## config.mk

```make
export PLATFORM = sky130hd
export DESIGN_NAME = universal_shift_register_p_flat
export DESIGN_NICKNAME = d
export VERILOG_FILES = /design/src/rtl/usr_pkg.sv /design/src/rtl/usr_if.sv /design/src/rtl/usr_burst_ctrl.sv /design/src/rtl/universal_shift_register_p.sv /design/src/flat_wrapper.sv
export SDC_FILE = /design/constraint.sdc
export NUM_CORES = 1
export LEC_CHECK = 0
export ABC_AREA = 1
export BUFFER_PORTS_ARGS = -buffer_cell sky130_fd_sc_hd__buf_2
export CELL_PAD_IN_SITES_DETAIL_PLACEMENT = 1
export CELL_PAD_IN_SITES_GLOBAL_PLACEMENT = 2
export CORE_AREA = 2 2 63 65
export CTS_CLUSTER_DIAMETER = 200
export CTS_CLUSTER_SIZE = 12
export DETAILED_ROUTE_END_ITERATION = 7
export DIE_AREA = 0 0 65 67
export PLACE_DENSITY_LB_ADDON = 0.3
export SLEW_MARGIN = 40
export SYNTH_ARGS = -nofsm -noshare
export SYNTH_HDL_FRONTEND = slang
export SYNTH_HIERARCHICAL = 1
export SYNTH_SLANG_ARGS = --single-unit
```

## constraint.sdc

```tcl
create_clock -name clock -period 2.6 [get_ports clock]
set_input_delay 0.52 -clock clock [delete_from_list [all_inputs] [get_ports clock]]
set_output_delay 0.52 -clock clock [all_outputs]
set_load 0.02 [all_outputs]
```

## src/rtl/usr_pkg.sv

```systemverilog
// Package usr_pkg: shared definitions for the universal shift register.
// Holds the mode encodings, the burst FSM state type and the next-value
// function used by the datapath. Optional feature macro: USR_PARITY_EN.
package usr_pkg;

    // Widest register the shared next-value function can evaluate.
    localparam int USR_MAX_W = 32;

    // Operation select encodings.
    localparam logic [2:0] USR_HOLD = 3'b000;
    localparam logic [2:0] USR_SHR  = 3'b001;
    localparam logic [2:0] USR_SHL  = 3'b010;
    localparam logic [2:0] USR_LOAD = 3'b011;
    localparam logic [2:0] USR_ROTR = 3'b100;
    localparam logic [2:0] USR_ROTL = 3'b101;
    localparam logic [2:0] USR_ASR  = 3'b110;

    // Burst engine states.
    typedef enum logic [1:0] {
        IDLE = 2'b00,
        RUN  = 2'b01,
        DONE = 2'b10
    } usr_state_t;

    // Next register value for one operation on a w-bit register held in
    // the low bits of q; bits at and above w are always returned as zero.
    function automatic logic [USR_MAX_W-1:0] usr_shift(
        input logic [USR_MAX_W-1:0] q,
        input logic [2:0]           mode,
        input logic                 sin_r,
        input logic                 sin_l,
        input logic [USR_MAX_W-1:0] din,
        input logic [5:0]           w
    );
        logic [USR_MAX_W-1:0] r;
        logic [USR_MAX_W-1:0] mask;
        logic [4:0]           msb;
        msb  = 5'(w - 6'd1);
        mask = ~({USR_MAX_W{1'b1}} << w);
        r    = q;
        case (mode)
            USR_SHR:  begin r = q >> 1; r[msb] = sin_r;  end
            USR_SHL:  begin r = q << 1; r[0]   = sin_l;  end
            USR_LOAD: r = din;
            USR_ROTR: begin r = q >> 1; r[msb] = q[0];   end
            USR_ROTL: begin r = q << 1; r[0]   = q[msb]; end
            USR_ASR:  begin r = q >> 1; r[msb] = q[msb]; end
            default:  r = q;   // HOLD and the reserved code
        endcase
        return r & mask;
    endfunction

endpackage

```

## src/rtl/usr_if.sv

```systemverilog
// Interface usr_if: control, data and status bundle of the universal
// shift register. The parity status line exists only when USR_PARITY_EN
// is defined.
interface usr_if #(
    parameter int WIDTH   = 4,
    parameter int COUNT_W = 4
);
    logic [2:0]         mode;
    logic [WIDTH-1:0]   data_in;
    logic               serial_in_r;
    logic               serial_in_l;
    logic               start;
    logic [COUNT_W-1:0] count;
    logic               abort;
    logic [WIDTH-1:0]   data_out;
    logic               serial_out_r;
    logic               serial_out_l;
    logic               busy;
    logic               done;
`ifdef USR_PARITY_EN
    logic               parity;

    modport master (
        output mode, data_in, serial_in_r, serial_in_l, start, count, abort,
        input  data_out, serial_out_r, serial_out_l, busy, done, parity
    );

    modport slave (
        input  mode, data_in, serial_in_r, serial_in_l, start, count, abort,
        output data_out, serial_out_r, serial_out_l, busy, done, parity
    );
`else
    modport master (
        output mode, data_in, serial_in_r, serial_in_l, start, count, abort,
        input  data_out, serial_out_r, serial_out_l, busy, done
    );

    modport slave (
        input  mode, data_in, serial_in_r, serial_in_l, start, count, abort,
        output data_out, serial_out_r, serial_out_l, busy, done
    );
`endif
endinterface

```

## src/rtl/usr_burst_ctrl.sv

```systemverilog
// Module usr_burst_ctrl: burst engine of the universal shift register.
// Runs the IDLE/RUN/DONE state machine and the remaining-shift counter,
// tells the datapath when to update and which mode to use.
module usr_burst_ctrl
    import usr_pkg::*;
#(
    parameter int COUNT_W = 4
) (
    input  logic               clock,
    input  logic               reset,
    input  logic               start,
    input  logic               abort,
    input  logic [2:0]         mode,
    input  logic [COUNT_W-1:0] count,
    output logic               step_en,
    output logic               sel_burst,
    output logic [2:0]         bmode,
    output logic               busy,
    output logic               done
);

    usr_state_t         state;
    logic [COUNT_W-1:0] rem;

    // Decide whether the datapath register takes a new value this edge.
    always_comb begin
        // NOTE: every output of a combinational block gets a default first,
        // so no path leaves it unassigned and no latch is inferred.
        step_en = 1'b0;
        case (state)
            IDLE:    step_en = !start;                 // start (with or without abort) suppresses the single step
            RUN:     step_en = !abort && (rem != '0);
            default: step_en = 1'b0;
        endcase
    end

    assign sel_burst = (state == RUN);

    // Burst state machine with registered busy/done flags.
    always_ff @(posedge clock or posedge reset) begin
        // NOTE: state registers use non-blocking assignments so every flop
        // samples the pre-edge values, independent of statement order.
        if (reset) begin
            state <= IDLE;
            rem   <= '0;
            bmode <= USR_HOLD;
            busy  <= 1'b0;
            done  <= 1'b0;
        end else begin
            case (state)
                IDLE: begin
                    done <= 1'b0;
                    if (start && !abort) begin
                        bmode <= mode;
                        rem   <= count;
                        state <= RUN;
                        busy  <= 1'b1;
                    end
                end
                RUN: begin
                    if (abort) begin
                        state <= IDLE;
                        busy  <= 1'b0;
                    end else if (rem == '0) begin
                        state <= DONE;
                        busy  <= 1'b0;
                        done  <= 1'b1;
                    end else begin
                        rem <= rem - COUNT_W'(1);
                        if (rem == COUNT_W'(1)) begin
                            state <= DONE;
                            busy  <= 1'b0;
                            done  <= 1'b1;
                        end
                    end
                end
                DONE: begin
                    state <= IDLE;
                    busy  <= 1'b0;
                    done  <= 1'b0;
                end
                default: begin
                    state <= IDLE;
                    busy  <= 1'b0;
                    done  <= 1'b0;
                end
            endcase
        end
    end

endmodule

```

## src/rtl/universal_shift_register_p.sv

```systemverilog
// Module universal_shift_register_p: WIDTH-bit universal shift register
// (hold/shift/rotate/arith-shift/load) with a burst engine that performs
// up to 2**COUNT_W-1 back-to-back operations from one start pulse.
// Define USR_PARITY_EN to add a registered even-parity status line.
// WIDTH must lie in 2..32.
module universal_shift_register_p #(
    parameter int WIDTH   = 4,
    parameter int COUNT_W = 4
) (
    input  logic clock,
    input  logic reset,
    usr_if.slave bus
);
    import usr_pkg::*;

    logic [WIDTH-1:0] data_q;
    logic [WIDTH-1:0] shifted;
    logic [WIDTH-1:0] data_next;
    logic [2:0]       eff_mode;
    logic [2:0]       bmode;
    logic             step_en;
    logic             sel_burst;

    usr_burst_ctrl #(
        .COUNT_W (COUNT_W)
    ) u_burst_ctrl (
        .clock     (clock),
        .reset     (reset),
        .start     (bus.start),
        .abort     (bus.abort),
        .mode      (bus.mode),
        .count     (bus.count),
        .step_en   (step_en),
        .sel_burst (sel_burst),
        .bmode     (bmode),
        .busy      (bus.busy),
        .done      (bus.done)
    );

    // Select the live or latched burst mode and compute the next register value.
    always_comb begin
        eff_mode  = sel_burst ? bmode : bus.mode;
        shifted   = WIDTH'(usr_shift(USR_MAX_W'(data_q), eff_mode,
                                     bus.serial_in_r, bus.serial_in_l,
                                     USR_MAX_W'(bus.data_in), 6'(WIDTH)));
        data_next = step_en ? shifted : data_q;
    end

    // Datapath register.
    always_ff @(posedge clock or posedge reset) begin
        if (reset) begin
            data_q <= '0;
        end else begin
            data_q <= data_next;
        end
    end

    assign bus.data_out     = data_q;
    assign bus.serial_out_r = data_q[0];
    assign bus.serial_out_l = data_q[WIDTH-1];

`ifdef USR_PARITY_EN
    logic parity_q;

    // Parity of the value being loaded, so it always matches data_out.
    always_ff @(posedge clock or posedge reset) begin
        if (reset) begin
            parity_q <= 1'b0;
        end else begin
            parity_q <= ^data_next;
        end
    end

    assign bus.parity = parity_q;
`endif

endmodule
```

## src/flat_wrapper.sv

```systemverilog
// flat-port wrapper written by rule: the top's interface ports become plain ports
module universal_shift_register_p_flat import usr_pkg::*;
#(
    parameter int WIDTH   = 4,
    parameter int COUNT_W = 4
)
  (clock, reset, bus_mode, bus_data_in, bus_serial_in_r, bus_serial_in_l, bus_start, bus_count, bus_abort, bus_data_out, bus_serial_out_r, bus_serial_out_l, bus_busy, bus_done);
  usr_if #(.WIDTH(WIDTH), .COUNT_W(COUNT_W)) bus_i ();
  input  logic clock;
  input  logic reset;
  input wire logic [$bits(bus_i.mode)-1:0] bus_mode;
  input wire logic [$bits(bus_i.data_in)-1:0] bus_data_in;
  input wire logic [$bits(bus_i.serial_in_r)-1:0] bus_serial_in_r;
  input wire logic [$bits(bus_i.serial_in_l)-1:0] bus_serial_in_l;
  input wire logic [$bits(bus_i.start)-1:0] bus_start;
  input wire logic [$bits(bus_i.count)-1:0] bus_count;
  input wire logic [$bits(bus_i.abort)-1:0] bus_abort;
  output wire logic [$bits(bus_i.data_out)-1:0] bus_data_out;
  output wire logic [$bits(bus_i.serial_out_r)-1:0] bus_serial_out_r;
  output wire logic [$bits(bus_i.serial_out_l)-1:0] bus_serial_out_l;
  output wire logic [$bits(bus_i.busy)-1:0] bus_busy;
  output wire logic [$bits(bus_i.done)-1:0] bus_done;
  assign bus_i.mode = bus_mode;
  assign bus_i.data_in = bus_data_in;
  assign bus_i.serial_in_r = bus_serial_in_r;
  assign bus_i.serial_in_l = bus_serial_in_l;
  assign bus_i.start = bus_start;
  assign bus_i.count = bus_count;
  assign bus_i.abort = bus_abort;
  assign bus_data_out = bus_i.data_out;
  assign bus_serial_out_r = bus_i.serial_out_r;
  assign bus_serial_out_l = bus_i.serial_out_l;
  assign bus_busy = bus_i.busy;
  assign bus_done = bus_i.done;
  universal_shift_register_p #(.WIDTH(WIDTH), .COUNT_W(COUNT_W)) u_core (.clock(clock), .reset(reset), .bus(bus_i));
endmodule
```

==> impl_metrics.csv <==
group,metric,value,unit
worst_hold_path,hold_path_class,"in -> async",
route,drt-total-wl,2.75,mm
pwr,p_leak,0.000765,uW
synthesis,netlist_instances,164,
route,drt_iter0_markers,23,
pwr,pwr_density_cell,979,nW/um^2
cts,insertion_delay,0.24,ns
worst_setup_path,cp_num_buf_inv,2,
synthesis,synth_warnings,6,
route,drcViolationCount,0,
synthesis,ys_ff_latch,14,
cts,numCtsBuffers,3,
floorplanning,start_util,0.299,
outcome,status,"completed",
worst_setup_path,cp_max_fo,12,
global_route,first_global_vias,1125,
cts,path_clk_slew,0.06,ns
floorplanning,num_rows,22,
worst_setup_path,required,2.78,ns
sta,setup_tns,0,ns
route,drt_pre_antenna_iters,4,
cts,post-cts-setup-buffer-count,0,
worst_setup_path,reg2reg_depth,10,
route,avgViaCountPerCell,4.38,
worst_setup_path,cp_top_family,"simple AND/OR/NAND/NOR gates",
cts,postCtsHoldBufs,0,
worst_setup_path,crit_path_top_delay_cell,"dfrtp_1",
global_route,grt_antenna_before_repair,0,
synthesis,yosysMostFrequentCell,"nand2_1",
cts,clk_path_buf_depth,2,
synthesis,postSynth.asyncResetShare,1.00,
placed_design,port_buffers,24,
floorplanning,die_w,65,um
cells_and_area,fin_nets,210,
worst_setup_path,path_class,"reg -> reg",
sta,clock.fmax,0.576,GHz
synthesis,avgSynthCellArea,6.58,sq um
cells_and_area,finalInstanceArea,1300,sq um
sta,period_needed,1.74,ns
sta,finalSetupViolations,0,
worst_setup_path,r2r_start,"u_core/u_burst_ctrl/busy",
worst_setup_path,critical_path_arrival,1.91,ns
sta,final_max_slew_viol_count,0,
global_route,grtUsageTotal,0.144,
floorplanning,die-area,4360,sq um
cells_and_area,diodes,0,
cts,cts_tree,"built",
worst_setup_path,crit_chain,"inv_2, nor2_4, inv_4, nor2_4, nand2_1, nand2_1, nand4_1, nand2_2, nand2_1, nand2_1",
synthesis,seq_area_frac_synth,0.324,
synthesis,synth_top_area_share,0.324,
placed_design,gp_congestion,0.731,
route,vias,1043,
sta,rsz0062_at_grt,"false",
cts,clock-root-buffer,"clkbuf_8",
floorplanning,ioPinCount,25,
worst_setup_path,cpMostUsedCell,"nand2_1",
worst_setup_path,start_kind,"register",
sta,hold_ws,0.156,ns
route,wire_per_inst,11.5,um
job,drv_cap,0,
cells_and_area,syn_to_final_growth,20.4,%
worst_setup_path,cp_slowest_stage_delay,0.39,ns
sta,finalHoldViolations,0,
global_route,grt_pass1_wl,4.93,mm
global_route,grt_overflow,0,
cells_and_area,drive_above_1_share,0.268,
synthesis,synth_area,1080,sq um
placed_design,placedInstanceArea,1240,sq um
sta,post-route-period-util,0.667,
pwr,vdd_drop_max,0.529,mV
global_route,grt_max_degree,13,
synthesis,synth_flop_cell,"dfrtp_1",
synthesis,synth_edf_count,0,
cts,h-tree-depth,1,
floorplanning,core-area,3610,sq um
synthesis,synthDistinctLibCells,19,
worst_setup_path,regToRegEndpoint,"u_core/bus.data_out[0]",
worst_setup_path,crit_path_end_kind,"register",
floorplanning,die_h,67,um
cells_and_area,fillers,472,
synthesis,syn-num-nets,183,
sta,relSlewSlack,0.735,
placed_design,hpwl,2.39,mm
sta,tightest_slew,0.397,ns
sta,skew,0.00250,ns
cts,cts_sinks,14,
synthesis,synth_commonest_cells,"60 x nand2_1, 22 x inv_1, 16 x nand3_1",
synthesis,yosysTopAreaCell,"dfrtp_1",
cts,cts_resized,0,
route,ant_nets,0,
synthesis,synthTopCellsByArea,"dfrtp_1 32%, nand2_1 21%, inv_1 7.6%",
worst_setup_path,r2r_setup_slack,0.86,ns
## how the worst max path moves through the flow
stage / from / endpoint / slack [ns] / depth (start not counted)
3_3_place_gp: u_core/u_burst_ctrl/state[1] / u_core/bus.data_out[2] / 0.94 / 9
6_report: u_core/u_burst_ctrl/busy / u_core/bus.data_out[0] / 0.86 / 10
4_1_cts: u_core/u_burst_ctrl/busy / u_core/bus.data_out[0] / 0.84 / 10
5_1_grt: u_core/u_burst_ctrl/busy / u_core/bus.data_out[0] / 0.70 / 10
3_5_place_dp: u_core/u_burst_ctrl/busy / u_core/bus.data_out[0] / 0.85 / 10
2_1_floorplan: u_core/u_burst_ctrl/busy / u_core/bus.data_out[0] / 1.02 / 9
## registers in the layout (all words and copies together) (netlist names)
signal and flops:
u_core/u_burst_ctrl/busy 1, u_core/u_burst_ctrl/rem 4, u_core/u_burst_ctrl/state 1, u_core/u_burst_ctrl/done 1, u_core/u_burst_ctrl/bmode 3, u_core/bus.data_out 4
## cell families (layout without fill, tap and decap cells)
kind of cell / Yosys count / in the layout / synth area share
AO/OA/AOI/OAI: 7 / 7 / 0.0324
AND/OR/NAND/NOR: 114 / 114 / 0.517
adder cells (fa/ha/maj): 2 / 2 / 0.0232
buffers and inverters: 27 / 53 / 0.103
flip-flops: 14 / 14 / 0.324
## per-stage QoR
step | std cells | power (uW) | setup slack [ns] | utilization
finish | 238 | 1270 | 0.865 | 0.361
global route | 238 | 1410 | 0.695 | 0.361
CTS | 238 | 1300 | 0.841 | 0.361
detailed placement | 234 | 1080 | 0.849 | 0.345
global placement | 234 | 1060 | 0.942 | 0.345
floorplan | 164 | 901 | 1.02 | -
## layout make-up
| cell class | instances | area (sq um) | share of cell area |
|---|---|---|---|
| multi-input cells | 123 | 618 | 0.475 |
| flip-flops and latches | 14 | 350 | 0.269 |
| repair buffers | 24 | 120 | 0.0924 |
| inverters | 25 | 96.3 | 0.0741 |
| well taps | 48 | 60.1 | 0.0462 |
| clock buffers | 4 | 55.1 | 0.0423 |
## where the power goes
part / switching [uW] / internal (uW)
Clock: 76.3 / 134
Combinational: 444 / 224
Sequential: 90.2 / 305
Total: 611 / 662
## placed cells by master (no fill, tap or decap), types with 2 or more instances in the layout
cell type  Yosys  final
nand2_2        9      9
nor2_4         3      3
buf_2          0     24
nand2_1       60     60
inv_2          2      2
nand3_1       16     16
nand2_4        4      4
clkbuf_8       0      4
o21ai_1        4      4
o21ai_0        3      3
ha_1           2      2
dfrtp_1       14     14
nand4_1        3      3
inv_1         22     22
nor2_1        15     15
## metal layers
layer	vias up	GRT usage	routed length, um
met5	-	0	0
met4	0	0.0239	0
met3	0	0.0270	102
met2	16	0.272	1430
met1	477	0.170	1210
li1	550	-	-
No activity file was read; power rests on OpenSTA's default activity.
